## src/rtl/dsi_tx_line_reader.sv

```systemverilog
// Reads one video line at a time from a show-ahead FIFO and sends it as a DSI long packet (header, then payload words).
// Define DSI_TX_LINE_READER_CRC_EN to compute the payload checksum; otherwise crc_data is 16'h0000.
module dsi_tx_line_reader #(
    parameter int unsigned LINE_BYTES = 640,
    parameter logic [5:0]  DATA_TYPE  = 6'h3E,
    parameter logic [1:0]  VC         = 2'd0,
    parameter int unsigned GAP_CYCLES = 4
) (
    input  logic        clk,
    input  logic        rst_n,
    input  logic        enable,
    input  logic [31:0] fifo_data,
    input  logic        fifo_not_empty,
    input  logic        fifo_line_ready,
    output logic        fifo_read_ack,
    output logic [23:0] hdr_data,
    output logic        hdr_valid,
    input  logic        hdr_ready,
    output logic [31:0] pld_data,
    output logic [3:0]  pld_strb,
    output logic        pld_last,
    output logic        pld_valid,
    input  logic        pld_ready,
    output logic [15:0] crc_data,
    output logic        crc_valid,
    output logic        busy,
    output logic        underflow_err,
    input  logic        err_clear
);
    localparam int unsigned CNT_W = 16;
    localparam int unsigned GAP_W = 4;
    localparam int unsigned REM   = LINE_BYTES % 4;
    localparam logic [CNT_W-1:0] WC    = CNT_W'(LINE_BYTES);
    localparam logic [CNT_W-1:0] WORDS = CNT_W'((LINE_BYTES / 4) + ((REM != 0) ? 1 : 0));
    localparam logic [3:0]       LAST_STRB = (REM == 0) ? 4'hF : 4'((1 << REM) - 1);
    localparam logic [23:0]      HDR_WORD  = {WC, VC, DATA_TYPE};
    localparam logic [GAP_W-1:0] GAP_LAST  = GAP_W'(GAP_CYCLES - 1);

    typedef enum logic [1:0] {IDLE, HDR, PLD, GAP} state_t;

    state_t           state;
    logic [CNT_W-1:0] word_cnt;
    logic [GAP_W-1:0] gap_cnt;
    logic             in_pld;

    // Show-ahead FIFO: the head word is presented and popped in the same cycle.
    assign in_pld        = (state == PLD);
    assign pld_valid     = in_pld & fifo_not_empty;
    assign pld_data      = in_pld ? fifo_data : 32'h0;
    assign fifo_read_ack = pld_valid & pld_ready;

    // Line sequencer; pld_last/pld_strb are precomputed for the word about to be offered.
    always_ff @(posedge clk or negedge rst_n) begin
        if (!rst_n) begin
            state     <= IDLE;
            word_cnt  <= '0;
            gap_cnt   <= '0;
            hdr_valid <= 1'b0;
            hdr_data  <= '0;
            pld_last  <= 1'b0;
            pld_strb  <= '0;
            crc_valid <= 1'b0;
            busy      <= 1'b0;
        end else begin
            crc_valid <= 1'b0;
            case (state)
                IDLE: begin
                    if (enable && fifo_line_ready) begin
                        state     <= HDR;
                        hdr_valid <= 1'b1;
                        hdr_data  <= HDR_WORD;
                        busy      <= 1'b1;
                    end
                end
                HDR: begin
                    if (hdr_ready) begin
                        state     <= PLD;
                        hdr_valid <= 1'b0;
                        word_cnt  <= WORDS - CNT_W'(1);
                        pld_last  <= (WORDS == CNT_W'(1));
                        pld_strb  <= (WORDS == CNT_W'(1)) ? LAST_STRB : 4'hF;
                    end
                end
                PLD: begin
                    if (fifo_read_ack) begin
                        if (pld_last) begin
                            state     <= GAP;
                            gap_cnt   <= GAP_LAST;
                            pld_last  <= 1'b0;
                            pld_strb  <= '0;
                            crc_valid <= 1'b1;
                        end else begin
                            word_cnt <= word_cnt - CNT_W'(1);
                            pld_last <= (word_cnt == CNT_W'(1));
                            pld_strb <= (word_cnt == CNT_W'(1)) ? LAST_STRB : 4'hF;
                        end
                    end
                end
                GAP: begin
                    if (gap_cnt == '0) begin
                        state <= IDLE;
                        busy  <= 1'b0;
                    end else begin
                        gap_cnt <= gap_cnt - GAP_W'(1);
                    end
                end
                default: state <= IDLE;
            endcase
        end
    end

    // Sticky underflow: sink ready but FIFO starved mid-line; clear wins.
    always_ff @(posedge clk or negedge rst_n) begin
        if (!rst_n) begin
            underflow_err <= 1'b0;
        end else if (err_clear) begin
            underflow_err <= 1'b0;
        end else if (in_pld && pld_ready && !fifo_not_empty) begin
            underflow_err <= 1'b1;
        end
    end

`ifdef DSI_TX_LINE_READER_CRC_EN
    logic [15:0] crc_q;
    logic [15:0] crc_next;

    // Reflected CRC-16 (0x8408) over the enabled bytes, byte0 first.
    function automatic logic [15:0] crc_word(input logic [15:0] crc_in,
                                             input logic [31:0] data,
                                             input logic [3:0]  strb);
        logic [15:0] c;
        c = crc_in;
        for (int b = 0; b < 4; b++) begin
            if (strb[b]) begin
                c = c ^ {8'h00, data[8*b +: 8]};
                for (int k = 0; k < 8; k++) begin
                    c = c[0] ? ((c >> 1) ^ 16'h8408) : (c >> 1);
                end
            end
        end
        return c;
    endfunction

    assign crc_next = crc_word(crc_q, fifo_data, pld_strb);

    always_ff @(posedge clk or negedge rst_n) begin
        if (!rst_n) begin
            crc_q    <= 16'hFFFF;
            crc_data <= 16'h0000;
        end else if (state == HDR && hdr_ready) begin
            crc_q <= 16'hFFFF;
        end else if (fifo_read_ack) begin
            crc_q <= crc_next;
            if (pld_last) begin
                crc_data <= crc_next;
            end
        end
    end
`else
    assign crc_data = 16'h0000;
`endif

endmodule

```

## config.mk

```make
export PLATFORM = sky130hd
export DESIGN_NAME = dsi_tx_line_reader
export DESIGN_NICKNAME = d
export VERILOG_FILES = /design/src/rtl/dsi_tx_line_reader.sv
export SDC_FILE = /design/constraint.sdc
export NUM_CORES = 1
export LEC_CHECK = 0
export CORE_MARGIN = 2
export CORE_UTILIZATION = 40
export DETAILED_ROUTE_END_ITERATION = 6
export GPL_TIMING_DRIVEN = 0
export PLACE_DENSITY = 0.87
export RECOVER_POWER = 100
export SETUP_SLACK_MARGIN = 0.2
export SYNTH_ARGS = -nofsm -noshare
export SYNTH_HDL_FRONTEND = slang
export SYNTH_SLANG_ARGS = --single-unit
export TNS_END_PERCENT = 100
```

## constraint.sdc

```tcl
create_clock -name clk -period 2 [get_ports clk]
set_input_delay 0.3 -clock clk [delete_from_list [all_inputs] [get_ports clk]]
set_output_delay 0.3 -clock clk [all_outputs]
set_load 0.02 [all_outputs]
```

# Yosys cells after proc, flatten, opt, wreduce, memory -nomap -nowiden
# Cells that the tools add are included.
[word_totals] regBits=32 inputBits=40 output_inout_bits=83 word_cells=75
[classes] n_addsub=2 n_eq_ne=11 muxes=32 bitwise=2 n_reduce_logical=18
[op_table] op="$mux 16" count=3
[op_table] op="$mux 32" count=1
[op_table] op="$pmux 16 s2" count=1
[op_table] op="$mux 4" count=6
[op_table] op="$eq 16x1->1 const B" count=1
[op_table] op="$pmux 4 s2" count=2
[op_table] op="$sub 16x1->16 const B" count=1
[op_table] op="$ne 2x2->1 const B" count=7
[op_table] op="$mux 1" count=10
[op_table] op="$mux 2" count=5
[op_table] op="$reduce_bool 2->1" count=5
[op_table] op="$reduce_and 3->1" count=3
[op_table] op="$pmux 2 s4" count=1
[op_table] op="$reduce_and 4->1" count=2
[op_table] op="$pmux 1 s2" count=3
[op_table] op="$reduce_and 5->1" count=1
[op_table] op="$eq 2x2->1 const B" count=2
[op_table] op="$logic_not 4->1" count=1
[op_table] op="$sub 4x1->4 const B" count=1
[op_table] op="$logic_and 1x1->1" count=3
[op_table] op="$and 1x1->1" count=2
[op_table] op="$eq 2x1->1 const B" count=1
[op_table] op="$logic_not 2->1" count=1
[op_table] op="$reduce_and 2->1" count=1
[op_table] op="$logic_not 1->1" count=1

# Depth between registers and ports, before layout
# Gate-level depths: netlist (run 1).
[logic_depth] word_depth=5 mapped_depth=8 depth_no_buf=7

# Worst setup path before layout (run 1)
# No wires, ideal clock.
[synth_timing] path_kind="register to register" from="reg state[1]" to="reg word_cnt[11]" setup_ns=0.078 arrival_time_ns=1.783 required_time_ns=1.922 slack_ns=0.139 stages_incl_launch_ff=8 path_buffers=1 path_cell_list="dfrtp_1 inv_1 ha_1 clkbuf_2 mux2_2 o2111a_2 or4b_1 a21oi_1"
[synth_between] elab_chain_len=5 word_cells_on_any_way=10 classes_between="eq/ne (5); mux (1); bitwise (2); reduce/logical (2)"
[synth_rtl] item="from (decl)" line="41" text="state_t state;"
[synth_rtl] item="from (signal assigned)" line="55" text="state <= IDLE;"
[synth_rtl] item="from (signal assigned)" line="69" text="state <= HDR;"
[synth_rtl] item="from (signal assigned)" line="77" text="state <= PLD;"
[synth_rtl] item="$eq 2x2->1" line="47, 66"
[synth_rtl] item="$and 1x1->1" line="48" text="assign pld_valid = in_pld & fifo_not_empty;"
[synth_rtl] item="$and 1x1->1" line="50" text="assign fifo_read_ack = pld_valid & pld_ready;"
[synth_rtl] item="$ne 2x2->1 (no line)"
[synth_rtl] item="$reduce_and 4->1 (no line)"
[synth_rtl] item="to (signal assigned)" line="79" text="word_cnt <= WORDS - CNT_W'(1);"
[synth_rtl] item="to (signal assigned)" line="93" text="word_cnt <= word_cnt - CNT_W'(1);"
[synth_rtl] item="to (decl)" line="42" text="logic [CNT_W-1:0] word_cnt;"
# Parallel ways exist; a longest one is shown, timed or not.
# A chain may end at the register's enable or synchronous reset.

# Worst setup path after layout (run 1)
[layout_timing] from="in fifo_not_empty" to="reg word_cnt[15]"
[layout_between] elab_chain_len=4
[layout_rtl] item="from (decl)" line="13" text="input logic fifo_not_empty,"
[layout_rtl] item="$and 1x1->1" line="48"
[layout_rtl] item="$and 1x1->1" line="50"
[layout_rtl] item="$ne 2x2->1 (no line)"
[layout_rtl] item="$reduce_and 4->1 (no line)"
# No other way between the ends.

==> metrics.txt, run 1 <==
global route overflow=0; top area cells in the synthesized netlist=sky130_fd_sc_hd__dfrtp_1 32%, sky130_fd_sc_hd__buf_4 14%, sky130_fd_sc_hd__and2_1 8.8%, sky130_fd_sc_hd__ha_1 4.4%, sky130_fd_sc_hd__a21oi_1 4.0%; simple-gate area share of the yosys netlist=26.7%; cell chain of the critical path=clkdlybuf4s50_1 -> and3b_1 -> o211ai_1 -> buf_4 -> or3_4 -> a21oi_2; number of register bits inferred by synthesis=29; Chip Width=79.4 um; maximum fanout encountered on the critical timing path=8; cell with the largest stage delay on the worst path=sky130_fd_sc_hd__clkdlybuf4s50_1; outcome=finished with violations; footprint of the flip-flops and latches=731 um2; endpoint required time on the critical path=2.22 ns; cell area after synthesis=2270 um2; total of max-cap violations=1; fill count=404; TritonCTS clock tree=done; vias per cell=5.14; final cell count without fillers=498; worst voltage drop across the vdd grid=641 uV; maximum number of pins on one net before global-route repair=30; clock slew seen by the registers of the worst setup and hold paths=0.07 ns; global-route wire length before repair=11500 um; Post-Route Setup TNS=0 ns; ys async rst share=100%; total routed wirelength=8040 um; drt wl/cell=16.1 um; multi-input logic area=1410 um2; CTS max path bufs=2; initial antenna violation count=0; fraction of power spent switching nets=43.0%; xor and xnor fraction of the mapped netlist area=0.771%; period utilisation layout=97.1%; antenna viol nets, final=0; number of vias after detailed routing=2561; stage delay of the slowest cell on the critical path=0.65 ns; Syn Area/Cell=8.58 um2; Yosys cell types=50; final weighted congestion in routability-driven placement=0.861; Post-route DRC=0; mux cell area share after synthesis=1.87%; number of search-and-repair iterations in the first detailed-routing pass=4; top cell type's share of synthesized area=31.9%; Seq/Total Area, Yosys=31.9%; arrival time at the worst endpoint=2.16 ns; fraction of layout cells with a size suffix above 1=39.0%; Critical path origin=fifo_not_empty; setup repair after global routing missed its margin=yes; standard cell core area=5510 um2; CTS H-Tree Depth=2; Cell Count Post-Placement=458; origin of the critical flop-to-flop path=state[1]$_DFFE_PN0P_; final core utilization=71.2%; Hold Fails Final Rpt=0; Gate Count Post-Synth=265; adder and majority gate portion of the synthesized area=4.40%; cell area reported after detailed placement=3390 um2; worst min-delay path category=input pin to asynchronous set/reset pin; Final Instance Area=3920 um2; violations in the final reports=max-capacitance violations, max-slew violations; prevailing post-synth register cell=sky130_fd_sc_hd__dfrtp_1; fmax=0.515 GHz; count of hold buffers inserted by post-cts repair=0; Max-Slew Margin vs Limit=-9.19%; largest family of logic cells by synthesized area=simple AND/OR/NAND/NOR gates; Worst Setup End Kind=flip-flop; cell internal power dissipation=2530 uW; vertical die dimension=79.4 um; crit path launch type=input pin; crit path kind=input pin to flip-flop; final net count=473; diode count=0; Max Transition Viols Final=30; share of total power in sequential cells=19.9%; Ys Warns=0; slew of the pin with the lowest slew margin=1.64 ns; post-detailed-placement half-perimeter wirelength=4780 um; initial core utilization=41.3%; power spent charging and discharging nets=1900 uW; number of global-route vias before repair=2413; number of CTS-inserted buffers=5; logic gate share of total power=69.2%; power density over the cells=1130 nW/um2; worst clock skew=0.00759 ns; post-synthesis compound-gate area fraction=16.6%; final count of negative-setup-slack endpoints=0; Clock Sink Count=29; part of the total power dissipated in the clock network=10.9%; Site Rows=27; minimum clock period=1.94 ns; count of input and output buffers=89; CTS Root Buffer Type=sky130_fd_sc_hd__clkbuf_8; count of flip-flops with a built-in enable after synthesis=0; library cell occupying the most area in the post-synthesis netlist=sky130_fd_sc_hd__dfrtp_1; First DRT Iteration DRCs=178; static leakage=0.00183 uW; clk_lat worst skew=0.29 ns; area added between synthesis and finish=72.4%; DIE AREA=6300 um2; number of primary I/O pins=123; Global Route Usage Sum=23.0%
## stage by stage
| step | worst slack (ns) | hold slack (ns) | power [uW] |
|---|---|---|---|
| 6_report | 0.0578 | 0.420 | 4430 |
| 5_1_grt | -0.0169 | 0.534 | 4640 |
| 4_1_cts | 0.123 | 0.513 | 3940 |
| 3_5_place_dp | -0.655 | 0.500 | 3000 |
| 3_3_place_gp | -0.593 | 0.483 | 2950 |
| 2_1_floorplan | 0.172 | 0.00441 | 2190 |
## sequential cells by signal (all words and copies together) (netlist names)
register	count
word_cnt	16
gap_cnt	4
state	2
busy	1
crc_valid	1
hdr_data	1
hdr_valid	1
pld_last	1
pld_strb	1
underflow_err	1
## metal layers
| layer | routed length, um | global-route usage (%) |
|---|---|---|
| met5 | 0 | 0 |
| met2 | 4330 | 43.5 |
| met1 | 2990 | 25.8 |
| met3 | 412 | 3.96 |
| met4 | 309 | 8.28 |
## cells by family (layout without fill, tap and decap cells)
family	count (synthesis)	in the layout
mux	4	4
xor+xnor	2	2
buf+inv	64	193
flops	29	29
fa+ha+maj	8	8
other cells	1	33
compound gates	58	58
simple gates	99	99
## synthesized netlist by cell type, types with 2 or more instances
| cell | instances |
|---|---|
| sky130_fd_sc_hd__buf_4 | 42 |
| sky130_fd_sc_hd__and2_1 | 32 |
| sky130_fd_sc_hd__dfrtp_1 | 29 |
| sky130_fd_sc_hd__a21oi_1 | 18 |
| sky130_fd_sc_hd__inv_1 | 13 |
| sky130_fd_sc_hd__nand2_1 | 12 |
| sky130_fd_sc_hd__nor2_1 | 12 |
| sky130_fd_sc_hd__o21ai_0 | 11 |
| sky130_fd_sc_hd__clkbuf_1 | 8 |
| sky130_fd_sc_hd__ha_1 | 8 |
| sky130_fd_sc_hd__nand3_1 | 5 |
| sky130_fd_sc_hd__nand4_1 | 5 |
| sky130_fd_sc_hd__nor2b_1 | 5 |
| sky130_fd_sc_hd__a31oi_1 | 4 |
| sky130_fd_sc_hd__nand4b_1 | 4 |
| sky130_fd_sc_hd__nor3_1 | 4 |
| sky130_fd_sc_hd__o211ai_1 | 4 |
| sky130_fd_sc_hd__a211oi_1 | 3 |
| sky130_fd_sc_hd__nand3b_1 | 3 |
| sky130_fd_sc_hd__o31ai_1 | 3 |
| sky130_fd_sc_hd__or4_1 | 3 |
| sky130_fd_sc_hd__a22o_1 | 2 |
| sky130_fd_sc_hd__a41o_1 | 2 |
| sky130_fd_sc_hd__mux2_2 | 2 |
| sky130_fd_sc_hd__mux2i_1 | 2 |
| sky130_fd_sc_hd__nor3b_1 | 2 |
| sky130_fd_sc_hd__nor4b_1 | 2 |
| sky130_fd_sc_hd__o41ai_1 | 2 |
| sky130_fd_sc_hd__or3b_2 | 2 |
## critical path: cells and delay by family
kind                   cells  cell delay (ns)
buffers and inverters      2             0.87
AOI/OAI and AO/OA          2             0.30
and+or+nand+nor            2             0.69
## cells in the final DEF, fill, tap and decap left out, drive strengths merged, types with 5 or more instances in the layout
cell type / netlist / routed
clkdlybuf4s50: 0 / 46
nand3: 5 / 5
inv: 13 / 12
a21oi: 18 / 18
ha: 8 / 8
dlygate4sd3: 0 / 7
nor2b: 5 / 5
nand4: 5 / 5
buf: 42 / 104
clkbuf: 9 / 20
o21ai: 12 / 12
dfrtp: 29 / 29
conb: 1 / 33
nor2: 12 / 12
and2: 32 / 32
nand2: 12 / 12
## power groups by stage
stage,logic [uW],registers [uW],clock network (uW)
finish,3060,883,483
global placement,2090,863,0
floorplan,1320,871,0
global route,3240,903,506
detailed placement,2130,870,0
CTS,2590,867,489
## worst paths after layout
path / to / slack [ns] / depth (start not counted)
max in group asynchronous: state[1]$_DFFE_PN0P_ / 0.51 / 1
setup / recovery: word_cnt[15]$_DFFE_PN0P_ / 0.06 / 6
min in group clk: word_cnt[0]$_DFFE_PN0P_ / 0.54 / 1
setup reg to reg: word_cnt[15]$_DFFE_PN0P_ / 0.06 / 9
hold reg to reg: word_cnt[0]$_DFFE_PN0P_ / 0.54 / 1
hold / removal: crc_valid$_DFF_PN0_ / 0.42 / 1
## cell type report
cell class	count	area share [%]
Multi-Input combinational cell	204	35.9
Timing Repair Buffer	121	27.9
Sequential cell	29	18.6
Buffer	51	11.7
Tap cell	72	2.30
Clock buffer	5	1.76
Inverter	13	1.34
Clock inverter	3	0.447
## timing repair
item	CTS	global route
endpoints found under the setup margin	57	60
resized for setup	197	55
pin swaps	9	10
cloned	2	0
buffers inserted	18	12
No activity file was read; power rests on OpenSTA's default activity.
==> run 2: changes to the inputs <==
==> constraint.sdc (replaced) <==
create_clock -name clk -period 2 [get_ports clk]
set_input_delay 0.4 -clock clk [delete_from_list [all_inputs] [get_ports clk]]
set_output_delay 0.4 -clock clk [all_outputs]
set_load 0.02 [all_outputs]
==> run 2 against run 1 <==
Effect of this change:
- the run still ends with max-capacitance violations, max-slew violations left
- clock power is 3% higher
- clock-buffer cell count is 2 higher
- global-route usage is 0.95 points lower
- flip-flop and latch count stayed put
- via count is 4.7% lower
- total power is 3.3% lower
- hold slack better by 0.10 ns
- register-to-register slack hardly changed
- cell area is 1.7% lower
- non-clock buffer count is 3 lower
- critical endpoint is now pld_data[31]
- highest routed layer unchanged
==> metrics.txt, run 2 (synthesis gave the netlist of run 1 again) <==
length in cells of the worst reg-to-reg path=8; period utilisation layout=96.7%; minimum clock period=1.93 ns; stage delay of the slowest cell on the critical path=0.46 ns; Final Instance Area=3850 um2; GR Layer Usage met1=24.2%; crit path kind=flip-flop to primary output; initial core utilization=41.3%; CTS Root Buffer Type=sky130_fd_sc_hd__clkbuf_8; clock slew seen by the registers of the worst setup and hold paths=0.07 ns; final weighted congestion in routability-driven placement=0.789; share of total power in sequential cells=20.8%; final core utilization=70.0%; vertical die dimension=79.4 um; final count of negative-setup-slack endpoints=0; worst path bufs/invs=3; maximum number of pins on one net before global-route repair=30; origin of the critical flop-to-flop path=state[1]$_DFFE_PN0P_; logic gate share of total power=67.6%; commonest non-fill, non-tap cells in the layout=83 x sky130_fd_sc_hd__buf_4, 41 x sky130_fd_sc_hd__clkdlybuf4s50_1, 33 x sky130_fd_sc_hd__conb_1; setup repair after global routing missed its margin=yes; crit path launch type=flip-flop; post-detailed-placement half-perimeter wirelength=4870 um; Hold Fails Final Rpt=0; DIE AREA=6300 um2; worst min-delay path category=input pin to asynchronous set/reset pin; static leakage=0.00182 uW; part of the total power dissipated in the clock network=11.6%; Post-route DRC=0; Site Rows=27; RR Endpoint=word_cnt[5]$_DFFE_PN0P_; number of global-route vias before repair=2314; commonest non-fill, non-tap cell in the layout=sky130_fd_sc_hd__buf_4; cell area reported after detailed placement=3400 um2; cell with the largest stage delay on the worst path=sky130_fd_sc_hd__dfrtp_2; First DRT Iteration DRCs=96; Total Power Consumption=4280 uW; total of max-cap violations=1; area added between synthesis and finish=69.5%; worst clock skew=0.00924 ns; standard cell core area=5510 um2; flop2flop setup slack=0.07 ns; Max-Slew Margin vs Limit=-8.56%; global-route wire length before repair=11000 um; worst voltage drop across the vdd grid=813 uV; vias per cell=4.94; drt wl/cell=14.8 um; Clock Sink Count=29; final net count=470; fmax=0.517 GHz; arrival time at the worst endpoint=1.53 ns; antenna viol nets, final=0; count of input and output buffers=89; CTS H-Tree Depth=2; power density over the cells=1110 nW/um2; Post-Route Setup TNS=0 ns; total routed wirelength=7330 um; number of vias after detailed routing=2440; met3 track demand over resource in global routing=6.00%; GR Layer Usage met2=41.7%; violations in the final reports=max-capacitance violations, max-slew violations; number of search-and-repair iterations in the first detailed-routing pass=4; worst hold slack=0.519 ns; critical path's top delay family=flip-flops; TritonCTS clock tree=done; Global Route Usage Sum=22.1%; diode count=0; Worst Setup End Kind=primary output; fraction of layout cells with a size suffix above 1=38.9%; maximum fanout encountered on the critical timing path=10; fraction of power spent switching nets=42.9%; clk_lat worst skew=0.29 ns; initial antenna violation count=0; cell internal power dissipation=2440 uW; endpoint required time on the critical path=1.60 ns; number of CTS-inserted buffers=5; largest registers=word_cnt: 16 flops, gap_cnt: 4 flops, state: 2 flops; Max Transition Viols Final=30; CTS max path bufs=2; number of primary I/O pins=123; global route overflow=0; most heavily used metal layer in global routing=met2; Largest register FFs=16; Chip Width=79.4 um; slew of the pin with the lowest slew margin=1.63 ns; register containing the most flip-flops in the final layout=word_cnt; power spent charging and discharging nets=1840 uW; outcome=finished with violations; cell chain of the critical path=ha_4 -> buf_8 -> clkbuf_8 -> and2_1 -> buf_4
run 2: cell count changes in the layout (fill, tap and decap cells not counted), moves of 5 or more:
cell / before / now
sky130_fd_sc_hd__clkdlybuf4s50_1: 46 / 41
sky130_fd_sc_hd__dlygate4sd2_1: 0 / 11
sky130_fd_sc_hd__buf_4: 88 / 83
sky130_fd_sc_hd__clkbuf_4: 2 / 7
sky130_fd_sc_hd__dlygate4sd3_1: 7 / 1
run 2: final cells by class:
class / instances / area, um2
buffer: 51 / 427
inverter: 13 / 52.6
tap: 72 / 90.1
clock buffer: 7 / 86.3
multi-input combinational: 204 / 1430
fill: 428 / 1650
sequential: 29 / 728
timing repair buffer: 118 / 1040
run 2: stage by stage:
stage	std cells	setup slack, ns
after floorplan	297	0.201
after global placement	458	-0.484
after detailed placement	458	-0.569
after CTS	481	0.0423
after global routing	494	-0.0175
final	494	0.0658
run 2: layer usage:
layer  vias to the layer above  wire length, um
met4                         0               62
met1                      1148             2700
met3                         9              470
li1                       1185                -
met2                        98             4100
met5                         -                0
run 2: power groups by stage:
| stage | logic, uW | registers [uW] | clock network, uW |
|---|---|---|---|
| finish | 2890 | 890 | 497 |
| global route | 3090 | 908 | 538 |
| CTS | 2370 | 869 | 509 |
| detailed placement | 2180 | 871 | 0 |
| global placement | 2110 | 862 | 0 |
| floorplan | 1340 | 872 | 0 |
run 2: worst max-delay path by stage:
stage / start / end / depth (start not counted)
2_1_floorplan: state[0]$_DFFE_PN0P_ / pld_data[22] / 5
3_3_place_gp: state[0]$_DFFE_PN0P_ / pld_data[26] / 6
3_5_place_dp: state[0]$_DFFE_PN0P_ / pld_data[27] / 6
4_1_cts: state[1]$_DFFE_PN0P_ / pld_data[13] / 5
5_1_grt: state[1]$_DFFE_PN0P_ / word_cnt[5]$_DFFE_PN0P_ / 8
6_report: state[1]$_DFFE_PN0P_ / pld_data[31] / 5
run 2: what timing repair did:
action	in CTS	in global routing
hold buffers	0	0
pin swaps	5	13
endpoints found under the setup margin	59	54
resized for setup	188	74
buffers inserted	16	13
run 2: worst reg2reg max path, delay by kind of cell (launching register included):
family	cells	cell delay [ns]
AO/OA/AOI/OAI	1	0.17
AND/OR/NAND/NOR	2	0.47
flip-flops	1	0.43
buffers and inverters	3	0.41
multiplexers	1	0.22
adder cells (fa/ha/maj)	1	0.16
